[config.mk]
export PLATFORM = sky130hd
export DESIGN_NAME = matrix_scan_decoder
export DESIGN_NICKNAME = d
export VERILOG_FILES = /design/src/rtl/matrix_scan_decoder.sv
export SDC_FILE = /design/constraint.sdc
export NUM_CORES = 1
export LEC_CHECK = 0
export ABC_CLOCK_PERIOD_IN_PS = 4500
export CAP_MARGIN = 0
export CORE_AREA = 2 2 134 136
export CTS_BUF_LIST = sky130_fd_sc_hd__clkbuf_8
export DETAILED_ROUTE_END_ITERATION = 7
export DIE_AREA = 0 0 136 138
export GPL_ROUTABILITY_DRIVEN = 0
export MAX_ROUTING_LAYER = met4
export PLACE_DENSITY = 0.54
export REMOVE_ABC_BUFFERS = 1
export SKIP_CTS_REPAIR_TIMING = 1
export SYNTH_ARGS = -nofsm -noshare
export SYNTH_HDL_FRONTEND = slang
export SYNTH_SLANG_ARGS = --single-unit
[constraint.sdc]
create_clock -name clk -period 4.5 [get_ports clk]
set_input_delay 0.45 -clock clk [delete_from_list [all_inputs] [get_ports clk]]
set_output_delay 0.45 -clock clk [all_outputs]
set_load 0.01 [all_outputs]
[src/rtl/matrix_scan_decoder.sv]
// Rebuilds a scanned LED-matrix frame from row_sel/col_data into a display buffer.
// Define MATRIX_SCAN_DECODER_CRC_EN to add frame_crc (CRC-8/0x07 of each frame).
module matrix_scan_decoder #(
  parameter int ROWS   = 8,
  parameter int COLS   = 8,
  parameter int SETTLE = 2
) (
  input  logic                    clk,
  input  logic                    rst,
  input  logic [ROWS-1:0]         row_sel,
  input  logic [COLS-1:0]         col_data,
  input  logic                    clr_err,
  input  logic [$clog2(ROWS)-1:0] rd_row,
  output logic [COLS-1:0]         rd_data,
  output logic                    frame_valid,
  output logic [7:0]              frame_count,
  output logic                    err_multi
`ifdef MATRIX_SCAN_DECODER_CRC_EN
  ,
  output logic [7:0]              frame_crc
`endif
);

  localparam int IW = $clog2(ROWS);
  localparam int CW =
    (SETTLE < 1) ? 1 : $clog2(SETTLE + 1);
  localparam logic [CW-1:0] CMAX = CW'(SETTLE);
  localparam logic [CW-1:0] CPRE = CW'(SETTLE - 1);

  if (ROWS < 2) begin : g_bad_rows
    $error("ROWS must be >= 2");
  end
  if (SETTLE < 1) begin : g_bad_settle
    $error("SETTLE must be >= 1");
  end

  logic [ROWS-1:0]           row_q;
  logic [COLS-1:0]           col_q;
  logic [CW-1:0]             cnt;
  logic                      arm;
  logic                      commit;
  logic [ROWS-1:0]           mask;
  logic [ROWS-1:0][COLS-1:0] work;
  logic [ROWS-1:0][COLS-1:0] disp;

  logic                      row_chg;
  logic                      multi_in;
  logic                      cap;
  logic                      arm_nx;
  logic [IW-1:0]             cap_idx;
  logic [ROWS-1:0]           mask_nx;

  always_comb begin
    row_chg  = (row_sel != row_q);
    multi_in = ($countones(row_sel) > 1);
    cap      = arm & $onehot(row_q);
    cap_idx  = '0;
    for (int i = 0; i < ROWS; i++) begin
      if (row_q[i]) cap_idx = IW'(i);
    end
    // arm marks the edge where the dwell counter first hits SETTLE
    arm_nx = row_chg ? (SETTLE == 1)
                     : (cnt == CPRE);
    mask_nx = commit ? '0 : mask;
    if (cap) begin
      if (cap_idx == '0) mask_nx = ROWS'(1);
      else mask_nx[cap_idx] = 1'b1;
    end
  end

  always_ff @(posedge clk) begin
    if (rst) begin
      row_q       <= '0;
      col_q       <= '0;
      cnt         <= '0;
      arm         <= 1'b0;
      commit      <= 1'b0;
      mask        <= '0;
      work        <= '0;
      disp        <= '0;
      frame_valid <= 1'b0;
      frame_count <= '0;
      err_multi   <= 1'b0;
    end else begin
      row_q <= row_sel;
      col_q <= col_data;
      if (row_chg) cnt <= CW'(1);
      else if (cnt != CMAX) cnt <= cnt + 1'b1;
      arm    <= arm_nx;
      mask   <= mask_nx;
      commit <= cap & (&mask_nx);
      frame_valid <= commit;
      if (commit) begin
        disp        <= work;
        frame_count <= frame_count + 8'd1;
      end
      if (cap) work[cap_idx] <= col_q;
      err_multi <= multi_in |
                   (err_multi & ~clr_err);
    end
  end

  always_comb begin
    rd_data = '0;
    if (32'(rd_row) < ROWS)
      rd_data = disp[rd_row];
  end

`ifdef MATRIX_SCAN_DECODER_CRC_EN
  logic [7:0] crc_nx;
  logic       fb;

  always_comb begin
    crc_nx = '0;
    fb     = 1'b0;
    for (int r = 0; r < ROWS; r++) begin
      for (int b = COLS - 1; b >= 0; b--) begin
        fb     = crc_nx[7] ^ work[r][b];
        crc_nx = {crc_nx[6:0], 1'b0} ^
                 (fb ? 8'h07 : 8'h00);
      end
    end
  end

  always_ff @(posedge clk) begin
    if (rst) frame_crc <= '0;
    else if (commit) frame_crc <= crc_nx;
  end
`endif

endmodule

==> impl_metrics.toml, run 1 <==
[synth]
syn-cell-area_um2 = 6760
synth_simple_gate_area_share_pct = 14.2
ys_seq_area_share_pct = 49.2
synth_compound_area_share_pct = 4.07
synth_cell_type_count = 34
synth_top_family_by_area = "multiplexers"
synth_seq_cells = 166
synth_fa_ha_area_share_pct = 4.03
ys_warn_count = 0
synth_area_per_cell_um2 = 10.1
syn_inst = 671
yosys.area_share.xor_xnor_pct = 1.81
synth.area.mux_share_pct = 22.2

[clock_tree]
cts_tree = "yes"
numCtsBuffers = 17
clk_pin_slew_ps = 80
clock_tree.root_cell = "clkbuf_8"
cts.sinks = 166
worstSkewPairLatency_ps = 450
cts_max_path_buffers = 2
h-tree-depth = 4

[pwr]
p_sw_mw = 0.626
p_int_mw = 2.20
p_clk_share_pct = 41.4
switching_share_pct = 22.1
pwr-share-seq_pct = 52.9
p_per_area_nw_per_um2 = 361
combinationalPowerShare_pct = 5.7
p_leak_nw = 2.95
worst_ir_drop_vdd_mv = 0.146
power_mw = 2.83

[final_layout]
nFillCells = 1736
drive_above_1_share_pct = 11.0
stdcell_count = 938
final_nets = 736
area_delta_synth_final_pct = 15.9
antenna_cells = 0

[timing]
drv_slew = 0
rsz0062_at_grt = "no"
max_slew_margin_pct = 32.7
hold_viol = 0
finalSetupViolations = 0
finalCritPeriodShare_pct = 93.8
clock.fmax_mhz = 237
worst_slew_pin_slew_ps = 1010
fin_skew_ps = 7.97
period_needed_ps = 4220
worst_slack_ps = 280

[route]
dr.pass1.iters = 4
drc = 0
wirelength_um = 15100
viasPerCell = 4.98
wire_per_inst_um = 16.1
vias = 4668
initialDrtViolationCount = 274
ant_nets = 0

[hold_path]
whs_path_depth = 2
min-delay-start = "work[1]"
hold_path_class = "reg -> reg"

[die]
die-area_um2 = 18800
rows = 49
die_h_um = 138
coreArea_um2 = 17500
initial_core_util_pct = 38.6
ios = 40
chipWidth_um = 136

[flow_run]
drv_cap = 0

[global_route]
grt_pass1_wl_um = 24600
grt_pass1_vias = 4635
grt_start_max_net_pins = 97
grt_usage_pct = 17.4
grt_overflow_total = 0
antenna_found_initial = 0

[critical_path]
crit_required_ps = 4840
reg2reg_from = "row_q[1]"
crit_start = "row_q[1]"
cp-start-kind = "flip-flop"
crit_fanout = 18
cp-end-kind = "flip-flop"
arrival_ps = 4560
critPathKind = "reg -> reg"
ff2ff_path_depth = 14

[placement]
numPortBuffers = 39
place_ws_ps = 167
hpwl_um = 9830
place_inst = 907

[outcome]
status = "finished clean"
==> cells by family after synthesis <==
family,Yosys count
and+or+nand+nor,219
DFF,166
muxes,129
buffers and inverters,78
AOI/OAI and AO/OA,48
adders and majority gates,17
xor gates and xnor gates,14
==> through the flow <==
stage / hold slack (ps) / util [%] / instance area, µm² / TNS, ps
floorplan: 425 / - / 6570 / -2780
global placement: 448 / 42.1 / 7380 / 0
detailed placement: 448 / 42.1 / 7380 / 0
CTS: 460 / 44.6 / 7820 / 0
global route: 484 / 44.7 / 7840 / 0
finish: 457 / 44.7 / 7840 / 0
==> layout make-up <==
| cell class | instances | area, µm² | area share (%) |
|---|---|---|---|
| Inverter | 29 | 109 | 1.39 |
| Multi-Input combinational cell | 427 | 3140 | 40.1 |
| Clock inverter | 10 | 151 | 1.93 |
| Clock buffer | 21 | 289 | 3.69 |
| Timing Repair Buffer | 56 | 528 | 6.74 |
| Sequential cell | 166 | 3330 | 42.5 |
| Tap cell | 229 | 287 | 3.66 |
==> power groups by stage <==
stage	logic, mW	clock network, mW	registers (mW)
after floorplan	0.0771	0	1.53
after global placement	0.155	0	1.53
after detailed placement	0.161	0	1.53
after CTS	0.164	1.21	1.50
after global routing	0.185	1.26	1.50
final	0.162	1.17	1.50
==> synthesized netlist by cell type <==
library cell	number	area [µm²]
and3_1	6	37.5
nor2_1	124	465
buf_1	9	33.8
and2_1	1	6.26
and4_1	1	8.76
xor2_1	5	43.8
nor2b_1	12	75.1
mux2_2	8	90.1
dfxtp_1	166	3320
a2111oi_2	1	15.0
mux4_2	16	360
nor4_4	1	21.3
nor4b_4	1	23.8
nand3_1	13	65.1
nand2_1	48	180
nor4_1	1	6.26
nor4b_1	1	8.76
a31o_2	2	17.5
a211o_1	1	8.76
or3_1	2	12.5
o2111ai_1	2	17.5
buf_2	9	45.0
a21oi_1	36	180
a31oi_1	2	12.5
o31a_1	1	8.76
xnor2_1	9	78.8
ha_1	9	113
inv_1	29	109
fa_1	8	160
mux2i_1	105	1050
nand2b_1	1	6.26
nand4_1	7	43.8
o21ai_0	3	15.0
clkbuf_1	31	116
==> placed cells by master, fill, tap and decap left out, types with 3 or more instances in the layout <==
cell type,count
xnor2_1,9
mux2i_1,105
o21ai_0,3
dfxtp_1,165
fa_1,8
nor2_1,124
nand2_1,48
clkbuf_8,21
nor2b_1,12
bufinv_16,4
mux4_2,16
clkdlybuf4s50_1,38
nand3_1,13
xor2_1,5
inv_1,31
nand4_1,7
mux2_2,8
clkinv_2,3
ha_1,9
and3_1,6
a21oi_1,35
buf_4,17
==> per-layer routing <==
layer	vias to the layer above	global-route usage [%]	part of all wire, %
met4	0	5.04	1.2
met2	72	27.1	48
met5	-	-	0
li1	2302	-	-
met3	15	3.85	3.2
met1	2279	22.8	48
==> worst max-delay path, cell delays in order (launching register included) <==
cell,delay (ps)
dfxtp_1,430
inv_1,90
fa_1,490
fa_1,520
fa_1,430
inv_1,70
ha_1,150
inv_1,50
fa_1,380
a211o_1,320
a21oi_4,240
buf_12,170
nor4b_1,250
o2111ai_1,180
a2111oi_2,340
==> final timing paths <==
kind | end | slack [ps]
hold reg to reg | work[1] | 460
setup / recovery | commit | 280
hold / removal | work[1] | 460
setup reg to reg | commit | 280
==> sequential cells by signal, summed over array words and instances, names as in the netlist <==
signal,flops
col_q,8
work,64
row_q,8
cnt,2
err_multi,1
arm,1
frame_count,8
disp,64
mask,8
commit,1
frame_valid,1
No activity file was read; power rests on OpenSTA's default activity.
==> run 2, diff against run 1 <==
--- a/config.mk
+++ b/config.mk
@@ -5,10 +5,10 @@
 export SDC_FILE = /design/constraint.sdc
 export NUM_CORES = 1
 export LEC_CHECK = 0
-export ABC_CLOCK_PERIOD_IN_PS = 4500
 export CAP_MARGIN = 0
 export CORE_AREA = 2 2 134 136
 export CTS_BUF_LIST = sky130_fd_sc_hd__clkbuf_8
+export CTS_CLUSTER_DIAMETER = 30
 export DETAILED_ROUTE_END_ITERATION = 7
 export DIE_AREA = 0 0 136 138
 export GPL_ROUTABILITY_DRIVEN = 0
==> results of run 2 <==
Final layout, timing and power as in run 1 (identical DEF).
==> variant 1: new RTL, settings of run 2 <==
Remove the register `frame_valid`: a continuous assignment takes its place, so the output `frame_valid` follows one clock earlier.
--- a/src/rtl/matrix_scan_decoder.sv
+++ b/src/rtl/matrix_scan_decoder.sv
@@ -78,7 +78,6 @@
       mask        <= '0;
       work        <= '0;
       disp        <= '0;
-      frame_valid <= 1'b0;
       frame_count <= '0;
       err_multi   <= 1'b0;
     end else begin
@@ -89,7 +88,6 @@
       arm    <= arm_nx;
       mask   <= mask_nx;
       commit <= cap & (&mask_nx);
-      frame_valid <= commit;
       if (commit) begin
         disp        <= work;
         frame_count <= frame_count + 8'd1;
@@ -99,6 +97,8 @@
                    (err_multi & ~clr_err);
     end
   end
+
+  assign frame_valid = commit;
 
   always_comb begin
     rd_data = '0;
Behaviour: no difference found for any inputs over 10 cycles, from zero or initial values and one cycle with rst high; that may be too few to reach the edited logic, so the function may still have changed.
==> variant 1 against run 2 <==
- area after synthesis is 2.9% higher
- worst setup slack worse by 0.074 ns
- sequential cell count is 1 lower
- global-route usage is 0.063 points lower
- power is 0.21% higher
- final area is 2.6% higher
- routed wire length is 0.76% higher
- combinational power is 15% higher
- critical path type unchanged
==> variant 1: results (changes against run 2) <==
| Metric | Value |
|---|---|
| Status | `finished clean` |
| Global-route wire length before repair | `24.78 mm (+0.87%)` |
| Pre-CTS WS | `0.1934 ns (+0.02626 ns)` |
| Worst Path Arrival | `4.60 ns (+0.04 ns)` |
| Vias | `4885 (+4.6%)` |
| GRT met2 Usage | `27.06% (-0.079 points)` |
| Met1 Use GR | `22.15% (-0.65 points)` |
| Lkg Pwr | `2.736 nW (-7.3%)` |
| Measured slew at the worst slew-check pin | `1.008 ns (-0.001426 ns)` |
| VDD IR-drop max | `0.1782 mV (+22%)` |
| Register area share after synthesis | `47.48% (-1.7 points)` |
| M1 WL | `7.298 mm (+1.3%)` |
| DP HPWL | `9.653 mm (-1.8%)` |
| Placed Area | `7595 sq um (+2.9%)` |
| First DRT Iteration DRCs | `267 (-2.6%)` |
| Met2 WL | `7.240 mm (-0.18%)` |
| Syn_area_per_cell | `10.14 sq um (+0.66%)` |
| Most frequent cells after synthesis | `dfxtp_1 (165), nor2_1 (117), mux2i_1 (105), a21oi_1 (36), inv_1 (31)` |
| Layout cells sized above 1 | `12.76% (+1.8 points)` |
| Largest cells by area after synthesis | `dfxtp_1 (47%), mux2i_1 (15%), nor2_1 (6.3%)` |
| Layout Cells excl Fill | `950 (+1.3%)` |
| Synth cell types | `49 (+44%)` |
| Met3 wire len | `530 um (+8.8%)` |
| Final #Nets | `747 (+1.5%)` |
| DR WL/cell | `16.06 um (-0.51%)` |
| GRT met3 Usage | `4.474% (+0.62 points)` |
| Clk_skew | `0.01108 ns (+0.003115 ns)` |
| All-layer global routing usage | `17.38% (-0.063 points)` |
| # placed instances | `918 (+1.2%)` |
==> variant 1: cell types whose count changed after synthesis, moves of 3 or more <==
cell             run 2  this run
a211oi_1             0         4
and3_1               6         2
buf_2                9        16
clkbuf_1            31        28
nand2_1             48         3
nand4_1              7        22
nor2_1             124       117
nor3_1               0         4
o21ai_0              3        30
==> variant 1: power breakdown <==
part	internal (mW)	leakage (nW)	switching, mW
clock network	0.603	0.218	0.562
registers	1.47	1.33	0.0161
logic	0.0754	1.18	0.111
total	2.15	2.74	0.690
==> variant 1: path summary, 6_finish.rpt <==
check             endpoint  cells after the start      from
setup / recovery   mask[5]                     12  row_q[0]
hold / removal    work[21]                      2  work[21]
setup reg to reg   mask[5]                     12  row_q[0]
hold reg to reg   work[21]                      2  work[21]
==> variant 1: worst min-delay path: cells and delay by family (launching register included) <==
family | cells | cell delay [ns]
compound gates | 2 | 0.12
flops | 1 | 0.31
==> variant 1: layout make-up <==
cell class,count,area (sq um)
timing repair buffer,59,563.0
inverter,33,123.9
fill,1693,9499
clock buffer,20,275.3
sequential,165,3307
multi-input combinational,432,3314
clock inverter,12,165.2
tap,229,286.5
==> variant 1: cells by family (layout without fill, tap and decap cells) <==
kind of cell	Yosys count	count (layout)	synth area share, %
adders and majority gates	17	17	3.921
muxes	129	129	21.58
AOI/OAI and AO/OA	84	84	7.356
and+or+nand+nor	188	188	12.54
buffers and inverters	89	124	5.360
xor gates and xnor gates	14	14	1.763
DFF	165	165	47.48
==> variant 1: metrics by stage <==
stage                     hold slack (ns)  setup TNS [ns]
after detailed placement           0.4688               0
after CTS                          0.4803               0
after global routing               0.5059               0
after floorplan                    0.4432          -10.83
after global placement             0.4604               0
final                              0.4795               0
==> variant 2: new RTL, settings of run 2 <==
Without the edit above. Add a define of `MATRIX_SCAN_DECODER_CRC_EN`.
--- a/src/rtl/matrix_scan_decoder.sv
+++ b/src/rtl/matrix_scan_decoder.sv
@@ -1,5 +1,7 @@
 // Rebuilds a scanned LED-matrix frame from row_sel/col_data into a display buffer.
 // Define MATRIX_SCAN_DECODER_CRC_EN to add frame_crc (CRC-8/0x07 of each frame).
+`define MATRIX_SCAN_DECODER_CRC_EN
+
 module matrix_scan_decoder #(
   parameter int ROWS   = 8,
   parameter int COLS   = 8,
Formal check against the unedited RTL (old outputs only; new: frame_crc): equivalent (equiv_simple and equiv_induct, registers matched by name and starting in step).
==> variant 2 against run 2 <==
- routed wire length is 33% higher
- clock skew up 0.0048 ns
- worst setup slack improved by 0.026 ns
- sequential share of layout area is 8.1 points lower
- critical endpoint unchanged
- worst hold slack improved by 0.017 ns
- critical path type unchanged
- power decreased by 1.3%
- largest cell class is now multi-input gates
- final area grew 30%
- area after synthesis is 35% higher
- core utilization up 13 points
- sequential cell count up 8
- global-route usage grew 6.0 points
==> variant 2: results (changes against run 2) <==
| Metric | Value |
|---|---|
| VDD IR-drop max | `0.2056 mV (+41%)` |
| Worst reg2reg path depth | `17 (+3)` |
| Hold Path End | `mask[5]` |
| Worst Path Arrival | `4.54 ns (-0.02 ns)` |
| Worst-path clk slew | `0.09 ns` |
| CP max FO | `3 (-15)` |
| First DRT Iteration DRCs | `243 (-11%)` |
| Largest cells by area after synthesis | `dfxtp_1 (38%), mux2i_1 (14%), xnor3_1 (9.4%)` |
| CP Capture Type | `flop` |
| GRT met2 Usage | `37.56% (+10 points)` |
| Final #Nets | `907 (+23%)` |
| Register area share after synthesis | `38.24% (-11 points)` |
| Htree depth | `4 (unchanged)` |
| Drt first pass iters | `5 (+1)` |
| HP Class | `reg2reg` |
| Routed wire length | `20.19 mm (+33%)` |
| Largest net degree at the start of global routing | `73 (-25%)` |
| All-layer global routing usage | `23.40% (+6.0 points)` |
| Cell count after synthesis | `841 (+25%)` |
| Lkg Pwr | `4.089 nW (+39%)` |
| Reg2reg setup slack | `0.31 ns (+0.03 ns)` |
| Met1 Use GR | `31.46% (+8.7 points)` |
| Min Tclk post-route | `4.194 ns (-0.02619 ns)` |
| Layout cells sized above 1 | `10.78% (-0.22 points)` |
| Status | `finished clean` |
| Vias per cell | `5.191 (+4.3%)` |
| Most frequent cells after synthesis | `dfxtp_1 (174), nor2_1 (152), mux2i_1 (125), xnor2_1 (80), clkbuf_1 (41)` |
| Critical path launch point | `row_q[0]` |
| Adder-Cell Fraction of Synth Area | `2.995% (-1.0 points)` |
| Number of global-route vias before repair | `5951 (+28%)` |
| Int Power | `2.108 mW (-4.4%)` |
| CTS Buffer Depth | `2 (unchanged)` |
| Overall power | `2.793 mW (-1.3%)` |
| Met3 wire len | `396 um (-19%)` |
| M1 WL | `9.727 mm (+35%)` |
| Slew headroom | `46.26% (+14 points)` |
| Worst hold start | `mask[5]` |
| Compound-gate portion of the synthesized area | `2.390% (-1.7 points)` |
| Pre-CTS WS | `0.3039 ns (+0.1367 ns)` |
| GRT met3 Usage | `3.997% (+0.15 points)` |
| # placed instances | `1078 (+19%)` |
| Met2 WL | `9.852 mm (+36%)` |
| Top flop regs | `disp x64, work x64` |
| Layout area overhead | `11.51%` |
| Placed Area | `9771 sq um (+32%)` |
| Seq pwr share | `56.1% (+3.2 points)` |
| Reg-to-Reg End | `commit` |
| Inserted Diodes | `0 (unchanged)` |
| Min Hold Slack | `0.4738 ns (+0.01732 ns)` |
| Global-route wire length before repair | `32.63 mm (+33%)` |
| DR WL/cell | `18.19 um (+13%)` |
| Post-synthesis mux area share | `18.68% (-3.5 points)` |
| # fillers | `1581 (-8.9%)` |
| Clk_skew | `0.01272 ns (+0.004756 ns)` |
| DP HPWL | `14.56 mm (+48%)` |
| Synth cell types | `44 (+29%)` |
| Input/output buffers | `47 (+21%)` |
| Post-Synth XOR/XNOR Area | `24.00% (+22 points)` |
variant 2: cell types whose count changed after synthesis, moves of 19 or more:
| cell | change |
|---|---|
| xnor3_1 | +38 |
| mux2i_1 | +20 |
| xnor2_1 | +71 |
| nand2_1 | -21 |
| nor2_1 | +28 |
| xor2_1 | +19 |
variant 2: layout make-up:
cell class,count,area share [%]
well taps,229,2.821
inverters,27,0.9978
clock buffers,17,2.304
clock inverters,15,1.429
repair buffers,64,5.864
flip-flops and latches,174,34.34
multi-input cells,584,52.24
variant 2: critical path, cell delays in order (launching register included):
cell       delay [ns]
dfxtp_1          0.34
fa_1             0.53
inv_1            0.05
fa_1             0.49
fa_1             0.41
inv_1            0.07
ha_1             0.16
inv_1            0.06
fa_1             0.37
nor2_1           0.10
a31oi_1          0.14
nor3_1           0.27
and4_1           0.27
o21ai_0          0.12
nand2b_1         0.18
clkinv_1         0.07
o22ai_1          0.08
a2111oi_2        0.37
